[src/rtl/gambit_alloc_pkg.sv]
// Shared types and helpers for the queue tail allocator.
// Optional statistics counters are enabled by GAMBIT_ALLOC_STATS_EN.
package gambit_alloc_pkg;

  typedef enum logic [0:0] {
    RUN     = 1'b0,
    RECOVER = 1'b1
  } alloc_state_t;

  localparam int CNT_W = 3;
  localparam int RC_W  = 3;

  function automatic int ptr_bits(input int n);
    return (n <= 1) ? 1 : $clog2(n);
  endfunction

  function automatic int qbits(input int iq_entries);
    return ptr_bits(iq_entries);
  endfunction

  function automatic int rbits(input int rentries);
    return ptr_bits(rentries);
  endfunction

  function automatic int popcount(input logic [31:0] v);
    int c;
    c = 0;
    for (int i = 0; i < 32; i++)
      c += int'(v[i]);
    return c;
  endfunction

endpackage

[src/rtl/queue_tail_alloc_if.sv]
// Handshake bundle between queued-count logic and the tail allocator.
// Statistics ports live on the top module under GAMBIT_ALLOC_STATS_EN.
interface queue_tail_alloc_if
  import gambit_alloc_pkg::*;
#(
  parameter int IQ_ENTRIES = 8,
  parameter int QSLOTS     = 3,
  parameter int RENTRIES   = 16,
  parameter int RSLOTS     = 3
);
  localparam int QBITS = qbits(IQ_ENTRIES);
  localparam int RBITS = rbits(RENTRIES);

  logic                         branchmiss;
  logic [QBITS-1:0]             iq_tail_restore;
  logic [RBITS-1:0]             rob_tail_restore;
  logic [RBITS:0]               rob_cnt_restore;
  logic [CNT_W-1:0]             queuedCnt;
  logic [QSLOTS-1:0]            queuedOnp;
  logic [CNT_W-1:0]             commitCnt;
  logic [QSLOTS-1:0][QBITS-1:0] tails;
  logic [RSLOTS-1:0][RBITS-1:0] rob_tails;
  logic [RBITS:0]               rob_free;
  logic                         rob_nearfull;
  logic                         alloc_stall;
  logic                         alloc_err;

  modport master (
    output branchmiss,
    output iq_tail_restore,
    output rob_tail_restore,
    output rob_cnt_restore,
    output queuedCnt,
    output queuedOnp,
    output commitCnt,
    input  tails,
    input  rob_tails,
    input  rob_free,
    input  rob_nearfull,
    input  alloc_stall,
    input  alloc_err
  );

  modport slave (
    input  branchmiss,
    input  iq_tail_restore,
    input  rob_tail_restore,
    input  rob_cnt_restore,
    input  queuedCnt,
    input  queuedOnp,
    input  commitCnt,
    output tails,
    output rob_tails,
    output rob_free,
    output rob_nearfull,
    output alloc_stall,
    output alloc_err
  );

endinterface

[src/rtl/queue_tail_alloc_ring_ptr_bank.sv]
// Base pointer of a power-of-two ring with SLOTS consecutive views.
// Advance and restore wrap by natural truncation.
module ring_ptr_bank
  import gambit_alloc_pkg::*;
#(
  parameter int DEPTH = 8,
  parameter int SLOTS = 3,
  localparam int B = ptr_bits(DEPTH)
) (
  input  logic                  clk,
  input  logic                  rst_n,
  input  logic [CNT_W-1:0]      adv,
  input  logic                  restore,
  input  logic [B-1:0]          restore_ptr,
  output logic [SLOTS-1:0][B-1:0] ptrs
);

  logic [B-1:0] base;

  always_ff @(posedge clk or negedge rst_n) begin
    if (!rst_n)
      base <= '0;
    else if (restore)
      base <= restore_ptr;
    else
      base <= base + B'(adv);
  end

  for (genvar g = 0; g < SLOTS; g++) begin : g_slot
    assign ptrs[g] = base + B'(g);
  end

endmodule

[src/rtl/queue_tail_alloc.sv]
// IQ/ROB tail allocator with occupancy tracking and branch-miss recovery.
// Define GAMBIT_ALLOC_STATS_EN to add the stat_* counter ports.
module queue_tail_alloc
  import gambit_alloc_pkg::*;
#(
  parameter int IQ_ENTRIES     = 8,
  parameter int QSLOTS         = 3,
  parameter int RENTRIES       = 16,
  parameter int RSLOTS         = 3,
  parameter int WAYS           = 3,
  parameter int RECOVER_CYCLES = 1
) (
  input  logic        clk,
  input  logic        rst_n,
`ifdef GAMBIT_ALLOC_STATS_EN
  output logic [31:0] stat_queued,
  output logic [31:0] stat_stall_cycles,
  output logic [31:0] stat_misses,
`endif
  queue_tail_alloc_if.slave bus
);

  localparam int RBITS = rbits(RENTRIES);
  localparam int SW    = RBITS + 3;

  alloc_state_t     state_q;
  logic [RC_W-1:0]  rc_q;
  logic [RBITS:0]   occ_q;
  logic [RBITS:0]   occ_d;
  logic             err_q;

  logic             miss;
  logic             run;
  logic [CNT_W-1:0] add;
  logic [SW-1:0]    sum;
  logic [SW-1:0]    net;
  logic             under;
  logic             over;
  logic [RBITS:0]   free;
  logic             proto_err;
  logic             err_set;

  assign miss = bus.branchmiss;
  assign run  = (state_q == RUN);
  assign add  = (run && !miss) ? bus.queuedCnt : '0;

  ring_ptr_bank #(
    .DEPTH (IQ_ENTRIES),
    .SLOTS (QSLOTS)
  ) u_iq_bank (
    .clk         (clk),
    .rst_n       (rst_n),
    .adv         (add),
    .restore     (miss),
    .restore_ptr (bus.iq_tail_restore),
    .ptrs        (bus.tails)
  );

  ring_ptr_bank #(
    .DEPTH (RENTRIES),
    .SLOTS (RSLOTS)
  ) u_rob_bank (
    .clk         (clk),
    .rst_n       (rst_n),
    .adv         (add),
    .restore     (miss),
    .restore_ptr (bus.rob_tail_restore),
    .ptrs        (bus.rob_tails)
  );

  // Net occupancy change, computed wide so both bounds are visible.
  assign sum   = SW'(occ_q) + SW'(add);
  assign under = SW'(bus.commitCnt) > sum;
  assign net   = sum - SW'(bus.commitCnt);
  assign over  = !under && (net > SW'(RENTRIES));

  always_comb begin
    occ_d = net[RBITS:0];
    if (miss)
      occ_d = bus.rob_cnt_restore;
    else if (under)
      occ_d = '0;
    else if (over)
      occ_d = (RBITS+1)'(RENTRIES);
  end

  assign free = (RBITS+1)'(RENTRIES) - occ_q;

  assign proto_err =
    (int'(bus.queuedCnt) > WAYS) ||
    (popcount(32'(bus.queuedOnp)) != int'(bus.queuedCnt)) ||
    (int'(bus.queuedCnt) > int'(free));

  assign err_set = !miss && (under || over ||
    (run ? proto_err : (bus.queuedCnt != '0)));

  always_ff @(posedge clk or negedge rst_n) begin
    if (!rst_n) begin
      state_q <= RUN;
      rc_q    <= '0;
      occ_q   <= '0;
      err_q   <= 1'b0;
    end else begin
      occ_q <= occ_d;
      err_q <= err_q | err_set;
      unique case (1'b1)
        miss: begin
          state_q <= RECOVER;
          rc_q    <= RC_W'(RECOVER_CYCLES);
        end
        (!miss && state_q == RECOVER): begin
          rc_q <= rc_q - 1'b1;
          if (rc_q <= RC_W'(1))
            state_q <= RUN;
        end
        default: ;
      endcase
    end
  end

  assign bus.rob_free     = free;
  assign bus.rob_nearfull = int'(free) < WAYS;
  assign bus.alloc_stall  = (state_q == RECOVER);
  assign bus.alloc_err    = err_q;

`ifdef GAMBIT_ALLOC_STATS_EN
  always_ff @(posedge clk or negedge rst_n) begin
    if (!rst_n) begin
      stat_queued       <= '0;
      stat_stall_cycles <= '0;
      stat_misses       <= '0;
    end else begin
      stat_queued       <= stat_queued + 32'(add);
      stat_stall_cycles <= stat_stall_cycles + 32'(bus.alloc_stall);
      stat_misses       <= stat_misses + 32'(miss);
    end
  end
`endif

endmodule

[src/flat_wrapper.sv]
// flat-port wrapper written by rule: the top's interface ports become plain ports
module queue_tail_alloc_flat import gambit_alloc_pkg::*;
#(
  parameter int IQ_ENTRIES     = 8,
  parameter int QSLOTS         = 3,
  parameter int RENTRIES       = 16,
  parameter int RSLOTS         = 3,
  parameter int WAYS           = 3,
  parameter int RECOVER_CYCLES = 1
)
  (clk, rst_n, bus_branchmiss, bus_iq_tail_restore, bus_rob_tail_restore, bus_rob_cnt_restore, bus_queuedCnt, bus_queuedOnp, bus_commitCnt, bus_tails, bus_rob_tails, bus_rob_free, bus_rob_nearfull, bus_alloc_stall, bus_alloc_err);
  queue_tail_alloc_if #(.IQ_ENTRIES(IQ_ENTRIES), .QSLOTS(QSLOTS), .RENTRIES(RENTRIES), .RSLOTS(RSLOTS)) bus_i ();
  input  logic clk;
  input  logic rst_n;
  input wire logic [$bits(bus_i.branchmiss)-1:0] bus_branchmiss;
  input wire logic [$bits(bus_i.iq_tail_restore)-1:0] bus_iq_tail_restore;
  input wire logic [$bits(bus_i.rob_tail_restore)-1:0] bus_rob_tail_restore;
  input wire logic [$bits(bus_i.rob_cnt_restore)-1:0] bus_rob_cnt_restore;
  input wire logic [$bits(bus_i.queuedCnt)-1:0] bus_queuedCnt;
  input wire logic [$bits(bus_i.queuedOnp)-1:0] bus_queuedOnp;
  input wire logic [$bits(bus_i.commitCnt)-1:0] bus_commitCnt;
  output wire logic [$bits(bus_i.tails)-1:0] bus_tails;
  output wire logic [$bits(bus_i.rob_tails)-1:0] bus_rob_tails;
  output wire logic [$bits(bus_i.rob_free)-1:0] bus_rob_free;
  output wire logic [$bits(bus_i.rob_nearfull)-1:0] bus_rob_nearfull;
  output wire logic [$bits(bus_i.alloc_stall)-1:0] bus_alloc_stall;
  output wire logic [$bits(bus_i.alloc_err)-1:0] bus_alloc_err;
  assign bus_i.branchmiss = bus_branchmiss;
  assign bus_i.iq_tail_restore = bus_iq_tail_restore;
  assign bus_i.rob_tail_restore = bus_rob_tail_restore;
  assign bus_i.rob_cnt_restore = bus_rob_cnt_restore;
  assign bus_i.queuedCnt = bus_queuedCnt;
  assign bus_i.queuedOnp = bus_queuedOnp;
  assign bus_i.commitCnt = bus_commitCnt;
  assign bus_tails = bus_i.tails;
  assign bus_rob_tails = bus_i.rob_tails;
  assign bus_rob_free = bus_i.rob_free;
  assign bus_rob_nearfull = bus_i.rob_nearfull;
  assign bus_alloc_stall = bus_i.alloc_stall;
  assign bus_alloc_err = bus_i.alloc_err;
  queue_tail_alloc #(.IQ_ENTRIES(IQ_ENTRIES), .QSLOTS(QSLOTS), .RENTRIES(RENTRIES), .RSLOTS(RSLOTS), .WAYS(WAYS), .RECOVER_CYCLES(RECOVER_CYCLES)) u_core (.clk(clk), .rst_n(rst_n), .bus(bus_i));
endmodule
[config.mk]
export PLATFORM = sky130hd
export DESIGN_NAME = queue_tail_alloc_flat
export DESIGN_NICKNAME = d
export VERILOG_FILES = /design/src/rtl/gambit_alloc_pkg.sv /design/src/rtl/queue_tail_alloc_if.sv /design/src/rtl/queue_tail_alloc_ring_ptr_bank.sv /design/src/rtl/queue_tail_alloc.sv /design/src/flat_wrapper.sv
export SDC_FILE = /design/constraint.sdc
export NUM_CORES = 1
export LEC_CHECK = 0
export BUFFER_PORTS_ARGS = -buffer_cell sky130_fd_sc_hd__buf_2
export CORE_ASPECT_RATIO = 1.2
export CORE_MARGIN = 2
export CORE_UTILIZATION = 55
export CTS_CLUSTER_DIAMETER = 100
export DETAILED_ROUTE_END_ITERATION = 6
export PLACE_DENSITY = 0.82
export SKIP_LAST_GASP = 1
export SLEW_MARGIN = 20
export SYNTH_ARGS = -nofsm -noshare
export SYNTH_HDL_FRONTEND = slang
export SYNTH_SLANG_ARGS = --single-unit
[constraint.sdc]
create_clock -name clk -period 6.83 [get_ports clk]
set_input_delay 0 -clock clk [delete_from_list [all_inputs] [get_ports clk]]
set_output_delay 0 -clock clk [all_outputs]
set_load 0.01 [all_outputs]
==> out/metrics.csv, run 1 <==
metric,value,unit
status,"complete, no violations",
detail_route.wl_per_cell,14.6,µm
synthSimpleGateAreaFrac,16.7,%
worst_slew_pin_slew,0.485,ns
coreArea,0.00308,mm²
start_kind,flop,
synth_ff_type,dfrtp_1,
dieArea,0.00373,mm²
clk_latency,0.30,ns
ant_nets,0,
async_flop_share,100,%
finalCritPeriodShare,51.6,%
synth_area_leader_cell,dfrtp_1,
ys_seq_area_share,23.8,%
synth_xor_area_share,10.3,%
synth_top_family_by_area,adder cells,
path_max_fanout,12,
hold_viol,0,
grt_pass1_wl,7310,µm
worstHoldStart,bus_rob_cnt_restore[4],
cts_buffer_depth,2,
syn2layout_area_growth,22.5,%
grt_start_max_net_pins,25,
synth_top_cell_area_share,23.8,%
ctsRootBufferMaster,clkbuf_4,
dp.cells,274,
end_kind,flop,
gp_congestion,0.880,
clk_pin_slew,0.11,ns
drc,0,
htreeDepth,1,
synth_area,0.00179,mm²
synth_cell_types,50,
first_global_vias,1623,
num_vias,1618,
max_cap_viol_count,0,
wl,4240,µm
synth_mux_area_share,4.90,%
num_rows,22,
yosys_warnings,0,
fin_worst_skew,0.00553,ns
startpoint,u_core.bus.alloc_stall,
relSlewSlack,67.6,%
layout.cells.non_filler,290,
synthTopCellsByArea,"dfrtp_1 (24%), ha_1 (16%), xnor2_1 (6.4%), xor2_1 (3.9%), inv_1 (3.8%)",
slew_viol_final,0,
setup_viol,0,
port_buffers,52,
post-synth-top-count-cell,ha_1,
ys_ff_latch,17,
ios,53,
peakVddDrop,236,µV
cts_made_buffers,3,
p_per_area,379,mW/mm²
syn_nets,243,
fmax,284,MHz
dieHeight,66.5,µm
grt_use_total,24.8,%
synth_adder_area_share,18.9,%
synth_edf_count,0,
initial_core_util,58.0,%
setup_tns,0,ns
die_w,56.1,µm
fin_nets,304,
antenna_found_initial,0,
netlist_instances,194,
viasPerCell,5.58,
cts.sinks,17,
diodes,0,
reg2reg_from,u_core.bus.alloc_stall,
dp_hpwl,3250,µm
syn_avg_cell_area,9.22,µm²
arrival,3.72,ns
first_iter_violations,64,
post-route-min-period,3.53,ns
power.leakage,0.00105,µW
path_class,reg2reg,
grt_setup_unrepaired,false,
synthTopCellsByCount,"ha_1 (23), inv_1 (18), dfrtp_1 (17)",
drtPass1Iterations,4,
hp-class,in2reg,
cts_tree,done,
critPathRequiredTime,7.02,ns
post_route_cells_drive_above_1_share,27.6,%
synth_compound_area_share,18.7,%
grt.overflow.total,0,
-- layer usage --
layer | wire length, µm | vias to the layer above | global-route usage [%]
li1 | - | 817 | -
met1 | 1710 | 745 | 28.8
met2 | 2330 | 52 | 48.8
met3 | 168 | 4 | 1.36
met4 | 41 | 0 | 6.55
met5 | 0 | - | 0
-- critical path, stage by stage (launching register included) --
cell       delay (ns)
dfrtp_1          0.54
nor3_1           0.44
ha_1             0.35
ha_1             0.22
nor2_1           0.06
xnor2_1          0.12
ha_1             0.34
xnor2_1          0.21
a2111oi_4        0.29
o22ai_1          0.12
a211o_1          0.36
a221o_1          0.37
-- metrics by stage --
step,cell area [µm²],setup WS (ns),util [%],power (µW),hold slack [ns]
global placement,2040,3.49,66.3,749,-0.0553
finish,2190,3.30,71.1,832,0.0176
floorplan,1790,3.60,-,615,-0.296
detailed placement,2040,3.34,66.3,764,-0.0530
CTS,2190,3.32,71.1,826,0.0163
global route,2190,3.05,71.1,915,0.0374
-- final timing paths --
| kind | end | slack, ns | cells past startpoint |
|---|---|---|---|
| max in group asynchronous | u_core.u_rob_bank.base[1] | 6.40 | 2 |
| min in group asynchronous | u_core.rc_q[0] | 0.14 | 2 |
| setup reg to reg | u_core.bus.alloc_err | 3.30 | 11 |
| setup / recovery | u_core.bus.alloc_err | 3.30 | 11 |
| hold / removal | u_core.occ_q[4] | 0.02 | 3 |
| hold reg to reg | u_core.bus.alloc_err | 0.50 | 1 |
-- cells by family after synthesis --
logic type	Yosys count
AOI/OAI and AO/OA	45
adders and majority gates	26
buffers and inverters	27
and+or+nand+nor	50
xor gates and xnor gates	21
DFF	17
muxes	8
-- flip-flops by register name, summed over array words and instances (netlist names) --
name	cells
u_core.u_rob_bank.base	4
u_core.occ_q	5
u_core.bus.alloc_stall	1
u_core.u_iq_bank.base	3
u_core.bus.alloc_err	1
u_core.rc_q	3
-- cell type report --
type                    instances  area [µm²]
clock buffers                   3        22.5
clock inverters                 1        5.00
fillers                       260         891
inverters                      19        71.3
multi-input cells             150        1240
flip-flops and latches         17         425
well taps                      36        45.0
repair buffers                 64         380
-- power breakdown --
group / total [µW] / switching [µW] / internal (µW)
Clock: 56.0 / 34.1 / 21.8
Sequential: 195 / 60.0 / 134
Combinational: 581 / 320 / 261
Total: 832 / 415 / 417
-- what timing repair did --
item | 4_1_cts | 5_1_grt
gates resized for setup | 0 | 0
setup buffers | 0 | 0
endpoints found under the hold margin | 28 | 0
hold buffers | 12 | 0
-- cell usage in the layout (no fill, tap or decap), types with 6 or more instances in the layout --
master and count:
buf_2 52, ha_1 23, inv_1 18, dfrtp_1 17
xnor2_1 13, nor2_1 13, a21oi_1 12, dlygate4sd3_1 12
xor2_1 8, nand2_1 7, nor3_1 6, mux2_2 6
o21ai_0 6
Note: power is estimated with default switching activity, not from simulation.
==> inputs of run 2 (changes only) <==
CORE_UTILIZATION = 47   (was 55)
PLACE_DENSITY = 0.75   (was 0.82)
clock period = 2.94 ns   (was 6.83 ns; I/O delays follow)
==> run 2 against run 1 <==
Register-to-register slack got worse by 3.3 ns. Cell count increased by 9.3%. Non-clock buffer count increased by 11. Global-route usage decreased by 3.1 points. Critical endpoint unchanged. Wire length increased by 4.0%. Sequential share of layout area decreased by 1.7 points. Final area increased by 10%. Flip-flop and latch count unchanged. First-iteration DRC count decreased by 1.6%. Clock-buffer cell count unchanged. Sequential power increased by 130%. Clock power increased to 3.1 times the previous value. Largest power group unchanged.
==> out/metrics.csv, run 2 (synthesis gave the netlist of run 1 again) <==
metric,value,unit,change
cp_slowest_cell,dfrtp_2,,was dfrtp_1
coreArea,0.00363,mm²,was 0.00308 mm²
wl,4410,µm,was 4240 µm
setup_viol,0,,unchanged
num-fill-cells,314,,was 260
max_flop_register,u_core.occ_q,,unchanged
ff_latch_area,428,µm²,was 425 µm²
grt.overflow.total,0,,unchanged
num_vias,1694,,was 1618
post-route-min-period,2.93,ns,was 3.53 ns
drtPass1Iterations,4,,unchanged
clk_latency,0.25,ns,was 0.30 ns
reg2reg_from,u_core.bus.alloc_stall,,unchanged
grt_setup_unrepaired,true,,was false
ant_nets,0,,unchanged
grt_pass1_wl,7210,µm,was 7310 µm
final_cell_mix,"buf_2 (52), ha_1 (20), inv_1 (17), buf_4 (15), dfrtp_1 (15)",,"was buf_2 (52), ha_1 (23), inv_1 (18), dfrtp_1 (17)"
grt_start_max_net_pins,18,,was 25
detail_route.wl_per_cell,13.9,µm,was 14.6 µm
dp_hpwl,3390,µm,was 3250 µm
max_cap_viol_count,0,,unchanged
viasPerCell,5.34,,was 5.58
largest_register_ffs,5,,unchanged
start_kind,flop,,unchanged
num_rows,24,,was 22
dieArea,0.00432,mm²,was 0.00373 mm²
relSlewSlack,72.8,%,was 67.6%
hold_viol,0,,unchanged
htreeDepth,1,,unchanged
worst_slew_pin_slew,0.406,ns,was 0.485 ns
setup_slack,0.0114,ns,was 3.30 ns
setup_tns,0,ns,unchanged
r2r-end,u_core.bus.alloc_err,,unchanged
path_max_fanout,5,,was 12
grt_use_total,21.7,%,was 24.8%
initial_core_util,49.2,%,was 58.0%
reg_top3,"u_core.occ_q x5, u_core.u_rob_bank.base x4",,unchanged
post_route_cells_drive_above_1_share,39.2,%,was 27.6%
port_buffers,52,,unchanged
cts.sinks,17,,unchanged
finalCritPeriodShare,99.6,%,was 51.6%
ios,53,,unchanged
path_cells,nor3b_4 -> xnor2_2 -> ha_4 -> inv_2 -> fa_2 -> xnor2_4 -> a2111oi_4 -> o22ai_1 -> a211o_1 -> a221o_1,,was nor3_1 -> ha_1 -> ha_1 -> nor2_1 -> xnor2_1 -> ha_1 -> xnor2_1 -> a2111oi_4 -> o22ai_1 -> a211o_1 -> a221o_1
slew_viol_final,0,,unchanged
antenna_found_initial,0,,unchanged
slowest_delay,0.46,ns,was 0.54 ns
path_class,reg2reg,,unchanged
critPathRequiredTime,3.07,ns,was 7.02 ns
cts_tree,done,,unchanged
end_kind,flop,,unchanged
arrival,3.06,ns,was 3.72 ns
cts_made_buffers,3,,unchanged
status,"complete, no violations",,unchanged
multi_input_area,0.00135,mm²,was 0.00124 mm²
die_w,60.3,µm,was 56.1 µm
fin_nets,315,,was 304
rr_worst_depth,10,,was 11
clk_pin_slew,0.07,ns,was 0.11 ns
r2r_slack,0.01,ns,was 3.30 ns
syn2layout_area_growth,34.9,%,was 22.5%
gp_congestion,0.944,,was 0.880
fin_worst_skew,0.00307,ns,was 0.00553 ns
ctsRootBufferMaster,clkbuf_8,,was clkbuf_4
place_ws,-0.0197,ns,was 3.34 ns
cts_buffer_depth,2,,unchanged
startpoint,u_core.bus.alloc_stall,,unchanged
fmax,341,MHz,was 284 MHz
dieHeight,71.6,µm,was 66.5 µm
cp-endpoint,u_core.bus.alloc_err,,unchanged
peakVddDrop,592,µV,was 236 µV
first_iter_violations,63,,was 64
hp-class,in2reg,,unchanged
drc,0,,unchanged
diodes,0,,unchanged
final_common_cell,buf_2,,unchanged
first_global_vias,1554,,was 1623
power.leakage,0.00114,µW,was 0.00105 µW
p_per_area,920,mW/mm²,was 379 mW/mm²
run 2: cell types whose count changed in the layout (fill, tap and decap cells not counted), sizes merged:
cell and change:
buf +15, dlygate4sd3 -4
run 2: final cells by class:
| type | instances | area share [%] |
|---|---|---|
| well taps | 52 | 2.70 |
| multi-input cells | 150 | 55.9 |
| repair buffers | 75 | 18.8 |
| clock inverters | 1 | 0.207 |
| flip-flops and latches | 17 | 17.7 |
| inverters | 19 | 2.95 |
| clock buffers | 3 | 1.71 |
run 2: worst min-delay path by stage:
stage | startpoint | endpoint | slack (ns) | cells past startpoint
after CTS | bus_rob_cnt_restore[3] | u_core.occ_q[3] | 0.005 | 3
after global routing | bus_rob_cnt_restore[1] | u_core.occ_q[1] | 0.05 | 3
after detailed placement | rst_n | u_core.u_rob_bank.base[1] | -0.05 | 1
after global placement | rst_n | u_core.u_iq_bank.base[0] | -0.06 | 1
final | bus_rob_cnt_restore[1] | u_core.occ_q[1] | 0.03 | 3
after floorplan | rst_n | u_core.bus.alloc_err | -0.30 | 0
run 2: routing by layer:
metal / routed length [µm] / part of all wire, % / vias to the layer above / track usage, %
met5: 0 / 0 / - / 0
met4: 43 / 0.97 / 0 / 5.19
met3: 128 / 2.9 / 6 / 1.62
met2: 2270 / 51 / 44 / 37.3
met1: 1970 / 45 / 803 / 29.1
li1: - / - / 841 / -
run 2: stage by stage:
step                      util (%)  instance area, µm²  hold slack (ns)  instances  total power, µW
after floorplan                  -                1810           -0.296        194             1460
after global placement        60.2                2190          -0.0585        303             1840
after detailed placement      60.2                2190          -0.0545        303             1880
after CTS                     63.7                2310          0.00542        315             2070
after global routing          66.4                2410           0.0483        317             2430
final                         66.4                2410           0.0344        317             2220
run 2: power by group:
part	internal, µW	switching (µW)
clock	93.9	78.8
sequential	316	126
combinational	770	835
run 2: critical path, delay by kind of cell (launching register included):
family / cells / cell delay (ns)
AOI/OAI and AO/OA: 4 / 1.06
adders and majority gates: 2 / 0.73
DFF: 1 / 0.46
and+or+nand+nor: 1 / 0.26
xor gates and xnor gates: 2 / 0.26
buffers and inverters: 1 / 0.04
run 2: timing repair:
item,in CTS,in global routing
hold buffers,8,0
endpoints found under the setup margin,3,6
setup buffers,0,2
hold endpoints to repair,24,0
gates resized for setup,0,16
pin swaps,1,8
==> inputs of run 3 (changes only) <==
CORE_UTILIZATION = 40   (was 47)
PLACE_DENSITY = 0.65   (was 0.75)
==> run 3 against run 2 <==
The run now ends with negative setup slack left. Hold slack got worse by 0.018 ns. Clock power about the same. Worst setup slack got worse by 0.049 ns. Sequential power decreased by 3%. Global-route usage decreased by 3.8 points. Flip-flop and latch count unchanged. Critical path type unchanged.
==> out/metrics.csv, run 3 (synthesis gave the netlist of run 1 again) <==
metric,value,unit,change
num-fill-cells,403,,was 314
gp_congestion,0.796,,was 0.944
ios,53,,unchanged
post-route-min-period,2.98,ns,was 2.93 ns
power,2190,µW,was 2220 µW
multi_input_area,0.00132,mm²,was 0.00135 mm²
dp_hpwl,3410,µm,was 3390 µm
cts_made_buffers,3,,unchanged
p_sw_share,46.5,%,was 46.9%
hold_viol,0,,unchanged
cts_buffer_depth,2,,unchanged
finalCritPeriodShare,101,%,was 99.6%
drc,0,,unchanged
initial_core_util,41.7,%,was 49.2%
first_global_vias,1624,,was 1554
cts_tree,done,,unchanged
htreeDepth,1,,unchanged
setup_viol,1,,was 0
die_w,65.1,µm,was 60.3 µm
grt_start_max_net_pins,18,,unchanged
ctsRootBufferMaster,clkbuf_8,,unchanged
place_ws,-0.0678,ns,was -0.0197 ns
final_cell_mix,"buf_2 (52), ha_1 (20), inv_1 (17), buf_4 (16), dfrtp_1 (16)",,"was buf_2 (52), ha_1 (20), inv_1 (17), buf_4 (15), dfrtp_1 (15)"
comb_power_share,72.6,%,was 72.3%
setup_slack,-0.0375,ns,was 0.0114 ns
ant_nets,0,,unchanged
path_max_fanout,6,,was 5
clk_pin_slew,0.07,ns,about the same
max_flop_register,u_core.occ_q,,unchanged
cts.sinks,17,,unchanged
grt_pass1_wl,7160,µm,was 7210 µm
largest_register_ffs,5,,unchanged
antenna_found_initial,0,,unchanged
port_buffers,52,,unchanged
reg_top3,"u_core.occ_q x5, u_core.u_rob_bank.base x4",,unchanged
grt_use_total,17.8,%,was 21.7%
path_class,reg2reg,,unchanged
clk_latency,0.25,ns,about the same
layout.cells.non_filler,323,,was 317
worst_slew_pin_slew,0.410,ns,was 0.406 ns
p_int,1170,µW,was 1180 µW
hp-class,in2reg,,unchanged
clkPwrFrac,7.8,%,about the same
p_per_area,910,mW/mm²,was 920 mW/mm²
first_iter_violations,49,,was 63
dieArea,0.00503,mm²,was 0.00432 mm²
num_rows,26,,was 24
drtPass1Iterations,4,,unchanged
relSlewSlack,72.6,%,was 72.8%
detail_route.wl_per_cell,13.3,µm,was 13.9 µm
hold_depth,3,,unchanged
final_common_cell,buf_2,,unchanged
grt_setup_unrepaired,true,,unchanged
slew_viol_final,0,,unchanged
num_vias,1665,,was 1694
arrival,3.11,ns,was 3.06 ns
coreArea,0.00429,mm²,was 0.00363 mm²
grt.overflow.total,0,,unchanged
max_cap_viol_count,0,,unchanged
dieHeight,77.3,µm,was 71.6 µm
fin_nets,317,,was 315
fmax,336,MHz,was 341 MHz
seq_power_share,19.5,%,was 19.9%
ff_latch_area,427,µm²,was 428 µm²
fin_worst_skew,0.00397,ns,was 0.00307 ns
viasPerCell,5.15,,was 5.34
netSwitchingPower,1020,µW,was 1040 µW
diodes,0,,unchanged
start_kind,flop,,unchanged
post_route_cells_drive_above_1_share,39.0,%,was 39.2%
dp.cells,309,,was 303
violations,negative setup slack,,
peakVddDrop,446,µV,was 592 µV
end_kind,flop,,unchanged
rr_worst_depth,10,,unchanged
syn2layout_area_growth,34.5,%,was 34.9%
power.leakage,0.00114,µW,about the same
critPathRequiredTime,3.07,ns,about the same
wl,4290,µm,was 4410 µm
status,"finished, violations left",,"was complete, no violations"
run 3: metal layers:
layer | up-vias | track usage, % | wire (µm)
met5 | - | 0 | 0
met4 | 0 | 5.42 | 53
met3 | 5 | 1.76 | 137
met2 | 32 | 30.5 | 2170
met1 | 788 | 23.5 | 1930
li1 | 840 | - | -
run 3: area by class of cell:
| class | instances | share of cell area [%] |
|---|---|---|
| multi-input cells | 150 | 54.9 |
| clock inverters | 1 | 0.208 |
| well taps | 56 | 2.91 |
| clock buffers | 3 | 1.72 |
| flip-flops and latches | 17 | 17.7 |
| inverters | 19 | 2.96 |
| repair buffers | 77 | 19.6 |
run 3: timing repair:
action,4_1_cts,5_1_grt
cloned,0,0
endpoints found under the hold margin,24,0
pin swaps,3,2
buffers inserted,1,1
endpoints found under the setup margin,4,5
resized for setup,1,11
hold buffers,8,0
run 3: power groups by stage:
stage / sequential (µW) / combinational [µW] / clock [µW]
after floorplan: 412 / 1040 / 0
after global placement: 428 / 1440 / 0
after detailed placement: 431 / 1460 / 0
after CTS: 427 / 1480 / 178
after global routing: 444 / 1770 / 189
final: 428 / 1590 / 171
run 3: path summary, 6_finish.rpt:
check	from	to	slack [ns]
worst min-delay path	bus_rob_cnt_restore[3]	u_core.occ_q[3]	0.02
max in group asynchronous	rst_n	u_core.bus.alloc_stall	2.45
min in group asynchronous	rst_n	u_core.u_iq_bank.base[2]	0.20
worst max register to register	u_core.bus.alloc_stall	u_core.bus.alloc_err	-0.04
worst max-delay path	u_core.bus.alloc_stall	u_core.bus.alloc_err	-0.04
worst min register to register	u_core.bus.alloc_err	u_core.bus.alloc_err	0.53
run 3: stage by stage:
step           TNS [ns]  cell area, µm²  util [%]  hold slack (ns)
3_3_place_gp          0            2210      51.4          -0.0590
3_5_place_dp    -0.0761            2210      51.4          -0.0578
6_report        -0.0375            2410      56.1           0.0161
4_1_cts         -0.0530            2340      54.5           0.0111
2_1_floorplan    -0.208            1810         -           -0.296
5_1_grt          -0.139            2410      56.1           0.0394
run 3: worst max-delay path, stage by stage (launching register included):
cell       delay (ns)
dfrtp_2          0.47
nor3b_4          0.23
xnor2_1          0.12
ha_2             0.35
inv_2            0.04
fa_2             0.41
xnor2_2          0.19
a2111oi_4        0.29
o22ai_1          0.11
a211o_1          0.32
a221o_1          0.33
